--- src/rtl/vga_pkg.sv ---
// Shared VGA timing constants and sprite/scheduler types.
package vga_pkg;

  localparam int H_RES   = 640;
  localparam int V_RES   = 480;
  localparam int COORD_W = 10;

  typedef logic [COORD_W-1:0] coord_t;

  typedef struct packed {
    coord_t     x;
    coord_t     y;
    logic [2:0] step;
    logic       incr_x;
    logic       incr_y;
  } sprite_state_t;

  typedef enum logic [1:0] {
    IDLE,
    UPDATE,
    PUBLISH
  } sched_state_t;

  // Power-on sprite: top-left corner, one pixel per update, heading down-right.
  localparam sprite_state_t SPRITE_RESET = '{
    x: '0, y: '0, step: 3'd1, incr_x: 1'b1, incr_y: 1'b1
  };

  function automatic coord_t clamp_coord(input coord_t v, input coord_t max);
    return (v > max) ? max : v;
  endfunction

endpackage

--- src/rtl/sprite_axis_step.sv ---
// One axis of the bounce update: advance by step, stop and reverse at 0 / max.
module sprite_axis_step
  import vga_pkg::*;
(
  input  coord_t     p_i,
  input  logic [2:0] step_i,
  input  logic       incr_i,
  input  coord_t     max_i,
  output coord_t     p_next_o,
  output logic       incr_next_o
);

  // One spare bit so p+step near the top of the range cannot wrap.
  logic [COORD_W:0] p_ext;
  logic [COORD_W:0] step_ext;
  logic [COORD_W:0] sum;
  logic [COORD_W:0] diff;

  // Bounce arithmetic; a zero step leaves both position and direction alone.
  always_comb begin
    // NOTE: every output gets a default first so no path leaves it unassigned (no latch).
    p_ext       = {1'b0, p_i};
    step_ext    = {{(COORD_W-2){1'b0}}, step_i};
    sum         = p_ext + step_ext;
    diff        = p_ext - step_ext;
    p_next_o    = p_i;
    incr_next_o = incr_i;
    if (step_i != 3'd0) begin
      if (incr_i) begin
        if (sum >= {1'b0, max_i}) begin
          p_next_o    = max_i;
          incr_next_o = 1'b0;
        end else begin
          p_next_o = sum[COORD_W-1:0];
        end
      end else begin
        if (p_ext <= step_ext) begin
          p_next_o    = '0;
          incr_next_o = 1'b1;
        end else begin
          p_next_o = diff[COORD_W-1:0];
        end
      end
    end
  end

endmodule

--- src/rtl/sprite_motion_sched.sv ---
// Frame-synchronous sprite motion scheduler: on frame_start, step every slot
// through one shared bounce datapath, then publish all positions at once.
// COORD_W must equal vga_pkg::COORD_W (the slot state uses coord_t).
module sprite_motion_sched #(
  parameter int NUM_SPRITES = 4,
  parameter int H_RES       = vga_pkg::H_RES,
  parameter int V_RES       = vga_pkg::V_RES,
  parameter int SPRITE_SIZE = 54,
  parameter int FRAME_DIV   = 1,
  parameter int COORD_W     = vga_pkg::COORD_W,
  localparam int ID_W       = (NUM_SPRITES > 1) ? $clog2(NUM_SPRITES) : 1
) (
  input  logic                           clk,
  input  logic                           rst_n,
  input  logic                           frame_start,
  input  logic                           enable,
  input  logic                           cfg_valid,
  output logic                           cfg_ready,
  input  logic [ID_W-1:0]                cfg_id,
  input  logic [COORD_W-1:0]             cfg_x,
  input  logic [COORD_W-1:0]             cfg_y,
  input  logic [2:0]                     cfg_step,
  input  logic [1:0]                     cfg_dir,
  output logic [NUM_SPRITES*COORD_W-1:0] pos_x,
  output logic [NUM_SPRITES*COORD_W-1:0] pos_y,
  output logic                           pos_valid,
  output logic                           busy
);

  import vga_pkg::*;

  localparam coord_t     X_MAX    = coord_t'(H_RES - SPRITE_SIZE);
  localparam coord_t     Y_MAX    = coord_t'(V_RES - SPRITE_SIZE);
  localparam logic [7:0] DIV_LAST = 8'(FRAME_DIV - 1);

  sched_state_t  state_q, state_d;
  logic [7:0]    div_q, div_d;
  logic [ID_W-1:0] idx_q, idx_d;
  sprite_state_t work_q [NUM_SPRITES];
  sprite_state_t work_d [NUM_SPRITES];
  logic [NUM_SPRITES*COORD_W-1:0] pos_x_q, pos_y_q, pack_x, pack_y;
  logic          load_pos;
  logic          cfg_fire;

  sprite_state_t cur;
  coord_t        x_next, y_next;
  logic          incr_x_next, incr_y_next;

  assign cur       = work_q[idx_q];
  assign cfg_ready = (state_q == IDLE) && !frame_start;
  assign cfg_fire  = cfg_valid && cfg_ready;
  assign pos_valid = (state_q == PUBLISH);
  assign busy      = (state_q != IDLE);
  assign pos_x     = pos_x_q;
  assign pos_y     = pos_y_q;

  sprite_axis_step u_step_x (
    .p_i         (cur.x),
    .step_i      (cur.step),
    .incr_i      (cur.incr_x),
    .max_i       (X_MAX),
    .p_next_o    (x_next),
    .incr_next_o (incr_x_next)
  );

  sprite_axis_step u_step_y (
    .p_i         (cur.y),
    .step_i      (cur.step),
    .incr_i      (cur.incr_y),
    .max_i       (Y_MAX),
    .p_next_o    (y_next),
    .incr_next_o (incr_y_next)
  );

  // Scheduler next state; load_pos fires on every edge that enters PUBLISH.
  always_comb begin
    state_d  = state_q;
    div_d    = div_q;
    idx_d    = idx_q;
    load_pos = 1'b0;
    unique case (state_q)
      IDLE: begin
        if (frame_start) begin
          if (enable && (div_q == DIV_LAST)) begin
            div_d   = '0;
            idx_d   = '0;
            state_d = UPDATE;
          end else begin
            if (enable) div_d = div_q + 8'd1;
            state_d  = PUBLISH;
            load_pos = 1'b1;
          end
        end
      end
      UPDATE: begin
        idx_d = idx_q + ID_W'(1);
        if (idx_q == ID_W'(NUM_SPRITES - 1)) begin
          state_d  = PUBLISH;
          load_pos = 1'b1;
        end
      end
      PUBLISH: state_d = IDLE;
      default: state_d = IDLE;
    endcase
  end

  // Working-slot writes: UPDATE and config are exclusive (config only in IDLE).
  always_comb begin
    work_d = work_q;
    if (state_q == UPDATE) begin
      work_d[idx_q] = '{x: x_next, y: y_next, step: cur.step,
                        incr_x: incr_x_next, incr_y: incr_y_next};
    end else if (cfg_fire && (int'(cfg_id) < NUM_SPRITES)) begin
      work_d[cfg_id] = '{x: clamp_coord(cfg_x, X_MAX), y: clamp_coord(cfg_y, Y_MAX),
                         step: cfg_step, incr_x: cfg_dir[0], incr_y: cfg_dir[1]};
    end
  end

  // Flatten the post-update slot state so publish sees this cycle's last write.
  always_comb begin
    pack_x = '0;
    pack_y = '0;
    for (int i = 0; i < NUM_SPRITES; i++) begin
      pack_x[i*COORD_W +: COORD_W] = work_d[i].x;
      pack_y[i*COORD_W +: COORD_W] = work_d[i].y;
    end
  end

  // State, divider, slot and published-position registers.
  always_ff @(posedge clk or negedge rst_n) begin
    if (!rst_n) begin
      state_q <= IDLE;
      div_q   <= '0;
      idx_q   <= '0;
      pos_x_q <= '0;
      pos_y_q <= '0;
      // NOTE: the slot array is flops, not RAM, and reset must define every slot, so it is cleared here.
      for (int i = 0; i < NUM_SPRITES; i++) work_q[i] <= SPRITE_RESET;
    end else begin
      // NOTE: non-blocking assignments so every register samples pre-edge values.
      state_q <= state_d;
      div_q   <= div_d;
      idx_q   <= idx_d;
      work_q  <= work_d;
      if (load_pos) begin
        pos_x_q <= pack_x;
        pos_y_q <= pack_y;
      end
    end
  end

endmodule

--- config.mk ---
export PLATFORM = sky130hd
export DESIGN_NAME = sprite_motion_sched
export DESIGN_NICKNAME = d
export VERILOG_FILES = /design/src/rtl/vga_pkg.sv /design/src/rtl/sprite_axis_step.sv /design/src/rtl/sprite_motion_sched.sv
export SDC_FILE = /design/constraint.sdc
export NUM_CORES = 1
export LEC_CHECK = 0
export CAP_MARGIN = 20
export CORE_AREA = 2 2 159 161
export CTS_CLUSTER_DIAMETER = 100
export DETAILED_ROUTE_END_ITERATION = 8
export DIE_AREA = 0 0 161 163
export GPL_ROUTABILITY_DRIVEN = 0
export PLACE_DENSITY = 0.65
export RECOVER_POWER = 100
export SYNTH_ARGS = -nofsm -noshare
export SYNTH_HDL_FRONTEND = slang
export SYNTH_SLANG_ARGS = --single-unit
--- constraint.sdc ---
create_clock -name clk -period 6 [get_ports clk]
set_input_delay 1.8 -clock clk [delete_from_list [all_inputs] [get_ports clk]]
set_output_delay 1.8 -clock clk [all_outputs]
set_load 0.02 [all_outputs]
Word level (Yosys, flattened, before mapping) --
Cells that the tools add are included.
Word-level totals: register bits after elaboration 192, bits in latches 0, memory bits (writable) 0, bits in read-only memories 0, input port bits 32, output and inout port bits 83, word-level logic and storage cells 107, memories kept 0
Cells by class: add/sub/neg operators 6, multipliers 0, divide/modulo/power cells 0, order comparisons 10, eq/ne operators 6, shifts and indexed selects 0, multiplexer cells 42, bitwise gates (word level) 2, reductions and logical operators 16
Operator list (count):
- bitwise mux 100 bit | 2
- two-way mux 100 bit | 2
- demux 25 bit (select 2 bit) | 2
- two-way mux 10 bit | 10
- two-way mux 25 bit | 4
- binary-select mux 25 bit (select 2 bit) | 1
- adder 10 x 3 -> 11 bit | 2
- <= comparator 10 x 3 -> 1 bit | 2
- subtractor 10 x 3 -> 10 bit | 2
- two-way mux 8 bit | 2
- greater-or-equal comparator 11 x 10 -> 1 bit (second input constant) | 1
- greater-or-equal comparator 11 x 9 -> 1 bit (second input constant) | 1
- two-way mux 1 bit | 11
- > comparator 10 bit (second input constant) | 1
- > comparator 10 x 9 -> 1 bit (second input constant) | 1
- two-way mux 2 bit | 5
- adder 8 x 1 -> 8 bit (second input constant) | 1
- logical NOT 8 bit | 1
- one-hot mux 2 bit (2 select lines) | 2
- nonzero test 2 bit | 4
- greater-or-equal comparator 3 bit (second input constant) | 2
- < comparator 3 x 1 -> 1 bit (second input constant) | 2
- inverter 2 -> 3 bit | 2
- AND reduction 3 bit | 2
- other kinds (11) | 17

Logic depth before layout (Yosys ltp) --
depth in word-level cells 11, depth in mapped cells 19, mapped depth without buffers 13

Cells and area by module --
Synthesis repeated with hierarchy kept, for this count alone.
Second synthesis, totals: cell total of the unflattened synthesis 1137, area total of the unflattened synthesis 11742.5 um2
By module, submodules not included:
- sprite_motion_sched | times used 1, cells each 808, area an instance 9477.8 um2
- sprite_axis_step at u_step_y | times used 1, cells each 169, area an instance 1149.9 um2
- sprite_axis_step at u_step_x | times used 1, cells each 160, area an instance 1114.8 um2

Worst setup path after synthesis --
OpenSTA, ideal clock, no wires.
kind reg-to-reg, start point register idx_q[0], end point register pos_y_q[11] (netlist: pos_y[11]), setup time 0.125 ns, arrival time 4.493 ns, path slack 1.382 ns, stages on the path, launching flop included 17, buffers on the path 6, cell sequence dfrtp_1 > buf_6 > buf_12 > buf_4 > buf_1 > mux4_2 > ha_1 > clkbuf_1 > nor3b_1 > o311ai_1 > nor3_1 > or2_1 > clkbuf_1 > a21oi_1 > o32ai_1 > o21ai_1 > mux2_2
RTL lines:
- start: declaration | RTL line sprite_motion_sched.sv:38 | logic [ID_W-1:0] idx_q, idx_d;
- start signal: assignment | RTL line sprite_motion_sched.sv:143 | idx_q <= idx_d;
- end signal: assignment | RTL line sprite_motion_sched.sv:147 | pos_y_q <= pack_y;
- end: declaration | RTL line sprite_motion_sched.sv:41 | logic [NUM_SPRITES*COORD_W-1:0] pos_x_q, pos_y_q, pack_x, pack_y;

Worst setup path in the final report --
start point input port frame_start, end point output port cfg_ready
Between the ends: longest elaborated chain between the ends 2
RTL lines:
- start: declaration | RTL line sprite_motion_sched.sv:15 | input logic frame_start,
- logical NOT 1 bit | RTL line sprite_motion_sched.sv:50 | assign cfg_ready = (state_q == IDLE) && !frame_start;
- logical AND 1 bit | RTL line sprite_motion_sched.sv:50
- end: declaration | RTL line sprite_motion_sched.sv:18 | output logic cfg_ready,
Every way passes these cells.

==> results by stage <==
Status:
- The flow ran to the end, but the final reports show violations.
- The final reports fail on capacitance limit, slew limit.

Final layout:
- The post-route netlist has between 10% and 20% of its cells at a drive strength greater than 1.
- The diode insertion count for antenna repair is 0.
- The most common library cell in the layout ignoring fill and taps is dfrtp_1.
- In the final design database the tool counted 1239 nets.
- The synthesis-to-layout area growth is 18.7%.
- The top cell types in the final layout, fill and taps aside, are 180 x dfrtp_1, 99 x nand2_1, 89 x o21ai_0.

Global route:
- The initial antenna violation count is 0.
- The most used routing layer is met2.
- The via count of the first global-routing pass is 9334.
- Global routing finished with a remaining overflow of 0.
- In the global route stage, overall resource usage came out at a little over a quarter.
- The first global-routing pass estimated about 55000 um of wire.
- In the global route stage, met3 resource usage came out at under 10%.
- The met2 routing resource usage after global routing is 42.4%.
- Entering global routing, the biggest net connects roughly 110 pins.
- In the global route stage, met1 resource usage came out at just under 40%.

Min path:
- The worst hold path belongs to the class reg -> reg.

Routing:
- In this run the remaining antenna-violating nets after routing total 0.
- Summing over every cut layer, the via total after detailed routing is ~9700.
- The routed design has approximately 35000 um of wire.
- The first detailed-routing pass took 6 iterations.
- The detail-routed via count per cell is between 6 and 7.
- After detailed routing, the average wire length per cell comes to 23.1 um.
- In the routed design, unresolved DRC markers number 0.
- After the first detailed-routing iteration, the DRC count stood at approximately 1200.

Worst setup path:
- STA classifies the critical path startpoint as an input port.
- The worst register-to-register path ends at work_q[19].
- The critical path contains buffers and inverters numbering 2 combined.
- The critical path goes through dlygate4sd3_1, nor3_1, dlygate4sd3_1.
- In this run the critical register-to-register path is launched from idx_q[0].
- Counting buffers and inverters, the worst setup path is 3 cells deep.
- The cell at the slowest stage of the critical path is dlygate4sd3_1.
- Data arrives at the worst endpoint at about 3.6 ns.
- Tracing the worst setup path back leads to its startpoint at frame_start.
- The largest driver fanout on the critical path is 6.
- In this design, the stage delay of the slowest critical-path cell is around 0.75 ns.
- Measured in cells, the most critical reg-to-reg path has a length of 14.
- Counting stages on the worst path, the most repeated cell is dlygate4sd3_1.
- The family with the most delay on the worst path is buffers and inverters.
- The critical path start-end classification is in -> out.
- STA classifies the critical path endpoint as a primary output.
- The required time of the worst setup path is approximately 4.2 ns.
- The most critical setup path has its endpoint at cfg_ready.
- The minimum setup slack among reg-to-reg paths is around 0.66 ns.

Clock network:
- The largest buffer count on any clock path is 2.
- The total of cells resized after clock tree synthesis is 0.
- The H-tree was split into 4 levels.
- The clock tree from TritonCTS is done.
- The number of clock sinks is approximately 190.
- In this run the post-CTS setup repair buffer count came out at 0.
- TritonCTS created 17 clock buffers.
- CTS placed an instance of clkbuf_16 at the clock tree root.
- After clock tree synthesis, the clock-pin slew on the worst setup and hold paths is 0.08 ns.
- The post-cts hold buffer count is 0.
- Clock latency on the worst-skew pair, taken at its later pin, is between 0.4 and 0.5 ns.

Yosys:
- The most used flip-flop cell after synthesis is dfrtp_1.
- The sequential share of the synthesized area is between 40 and 50%.
- Synthesis inferred 192 register bits.
- In the synthesized netlist the async set-or-reset flop fraction comes to 100%.
- The Yosys step of the flow raised 0 warnings.
- The number of distinct library cells after synthesis is 83.
- The number of enable flip-flop cells after synthesis is 0.
- Each instance of the synthesized netlist takes up on average roughly 10 sq um.
- The cell count after synthesis came out at 1103.
- The combined area of all synthesized cells is roughly 11000 sq um.
- The synthesized netlist net count is roughly 1200.

Timing:
- The post-route fraction of the period consumed by the critical path is about 90%.
- The final hold violation count came to 0.
- The routed design could run at a clock period as short as 5.40 ns.
- The transition time of the tightest slew-check pin is between 2 and 3 ns.
- The timing-limited maximum frequency is about 190 MHz.
- Setup violations remaining at the end of the flow were counted as 0.
- The normalized max-slew margin is -81.0%.
- On the final layout, the worst clock skew is 0.0143 ns.
- The total negative slack is 0 ns.
- The max-slew violation count is between 100 and 150.
- Setup repair after global routing left no endpoint under its margin.

Floorplanning:
- The area of the core region is about 25000 sq um.
- For this configuration, the core starts out at a cell density of between 40 and 50%.
- The die covers 26200 sq um.
- The die is 163 um tall.
- The die is approximately 160 um wide.
- The number of standard-cell rows in the floorplan is 58.
- The I/O pin count is 115.

Place:
- The count of input and output buffers is 114.
- The sum of net half-perimeters after detailed placement is 23900 um.

Run:
- The max-cap check violation count is 2.
metrics by stage:
step	area, sq um	std cells	worst slack (ns)	utilization, %	hold WS (ns)
after floorplan	10900	1103	1.38	-	0.447
after global placement	12400	1496	0.770	50.2	0.462
after detailed placement	12400	1496	0.760	50.2	0.470
after CTS	13000	1528	0.732	52.7	0.485
after global routing	12900	1528	0.343	52.4	0.501
final	12900	1528	0.602	52.4	0.476
Yosys cell counts, drive strengths merged, types with 10 or more instances:
cell type,number,area (sq um)
nand4,11,68.8
o21bai,12,90.1
o21a,11,82.6
mux2,36,417
a31oi,24,150
inv,29,109
ha,18,225
o31ai,18,140
dfstp,12,315
nand3,24,120
o211ai,10,75.1
o221ai,20,200
mux4,23,522
nor2,82,308
nor3,19,95.1
clkbuf,62,233
and2,11,71.3
dfrtp,180,4500
mux2i,17,170
nand2b,14,87.6
a21o,17,128
buf,14,88.8
a22oi,23,173
a211oi,11,95.1
o21ai,97,485
nand2,99,372
o22ai,19,119
or3,11,73.8
a21oi,57,285
worst min-delay path by stage:
stage | from | to | slack (ns) | depth (start not counted)
floorplan | div_q[7] | div_q[7] | 0.45 | 1
global placement | div_q[7] | div_q[7] | 0.46 | 1
detailed placement | div_q[7] | div_q[7] | 0.47 | 1
CTS | div_q[7] | div_q[7] | 0.48 | 1
global route | pos_x[19] | pos_x[19] | 0.50 | 2
finish | div_q[7] | div_q[7] | 0.48 | 1
kinds of logic (layout without fill, tap and decap cells):
group	after synthesis	in the layout	synth area share (%)
simple gates	311	311	13.5
mux	76	76	10.2
buf+inv	106	201	3.99
compound gates	386	386	24.5
xor+xnor	10	10	0.804
fa+ha+maj	22	22	2.80
flops	192	192	44.3
sequential cells by signal (all words and copies together) (netlist names):
register and flops:
idx_q 2, pos_y 40, pos_x 40, state_q 2, work_q 100, div_q 8
routing by layer:
metal | up-vias | wire, um
met1 | 4825 | 15600
met5 | - | 0
met4 | 0 | 1030
met3 | 74 | 2510
li1 | 4319 | -
met2 | 449 | 16200
final cells by class:
class,count,area [sq um]
multi-input cells,805,5620
clock inverters,15,190
inverters,30,114
fillers,2285,11800
well taps,330,413
repair buffers,139,1340
flip-flops and latches,192,4820
clock buffers,17,425
Power is left out: the tool's default activity adds up to more than one toggle a clock period on the data nets, which glitch-free logic cannot reach.
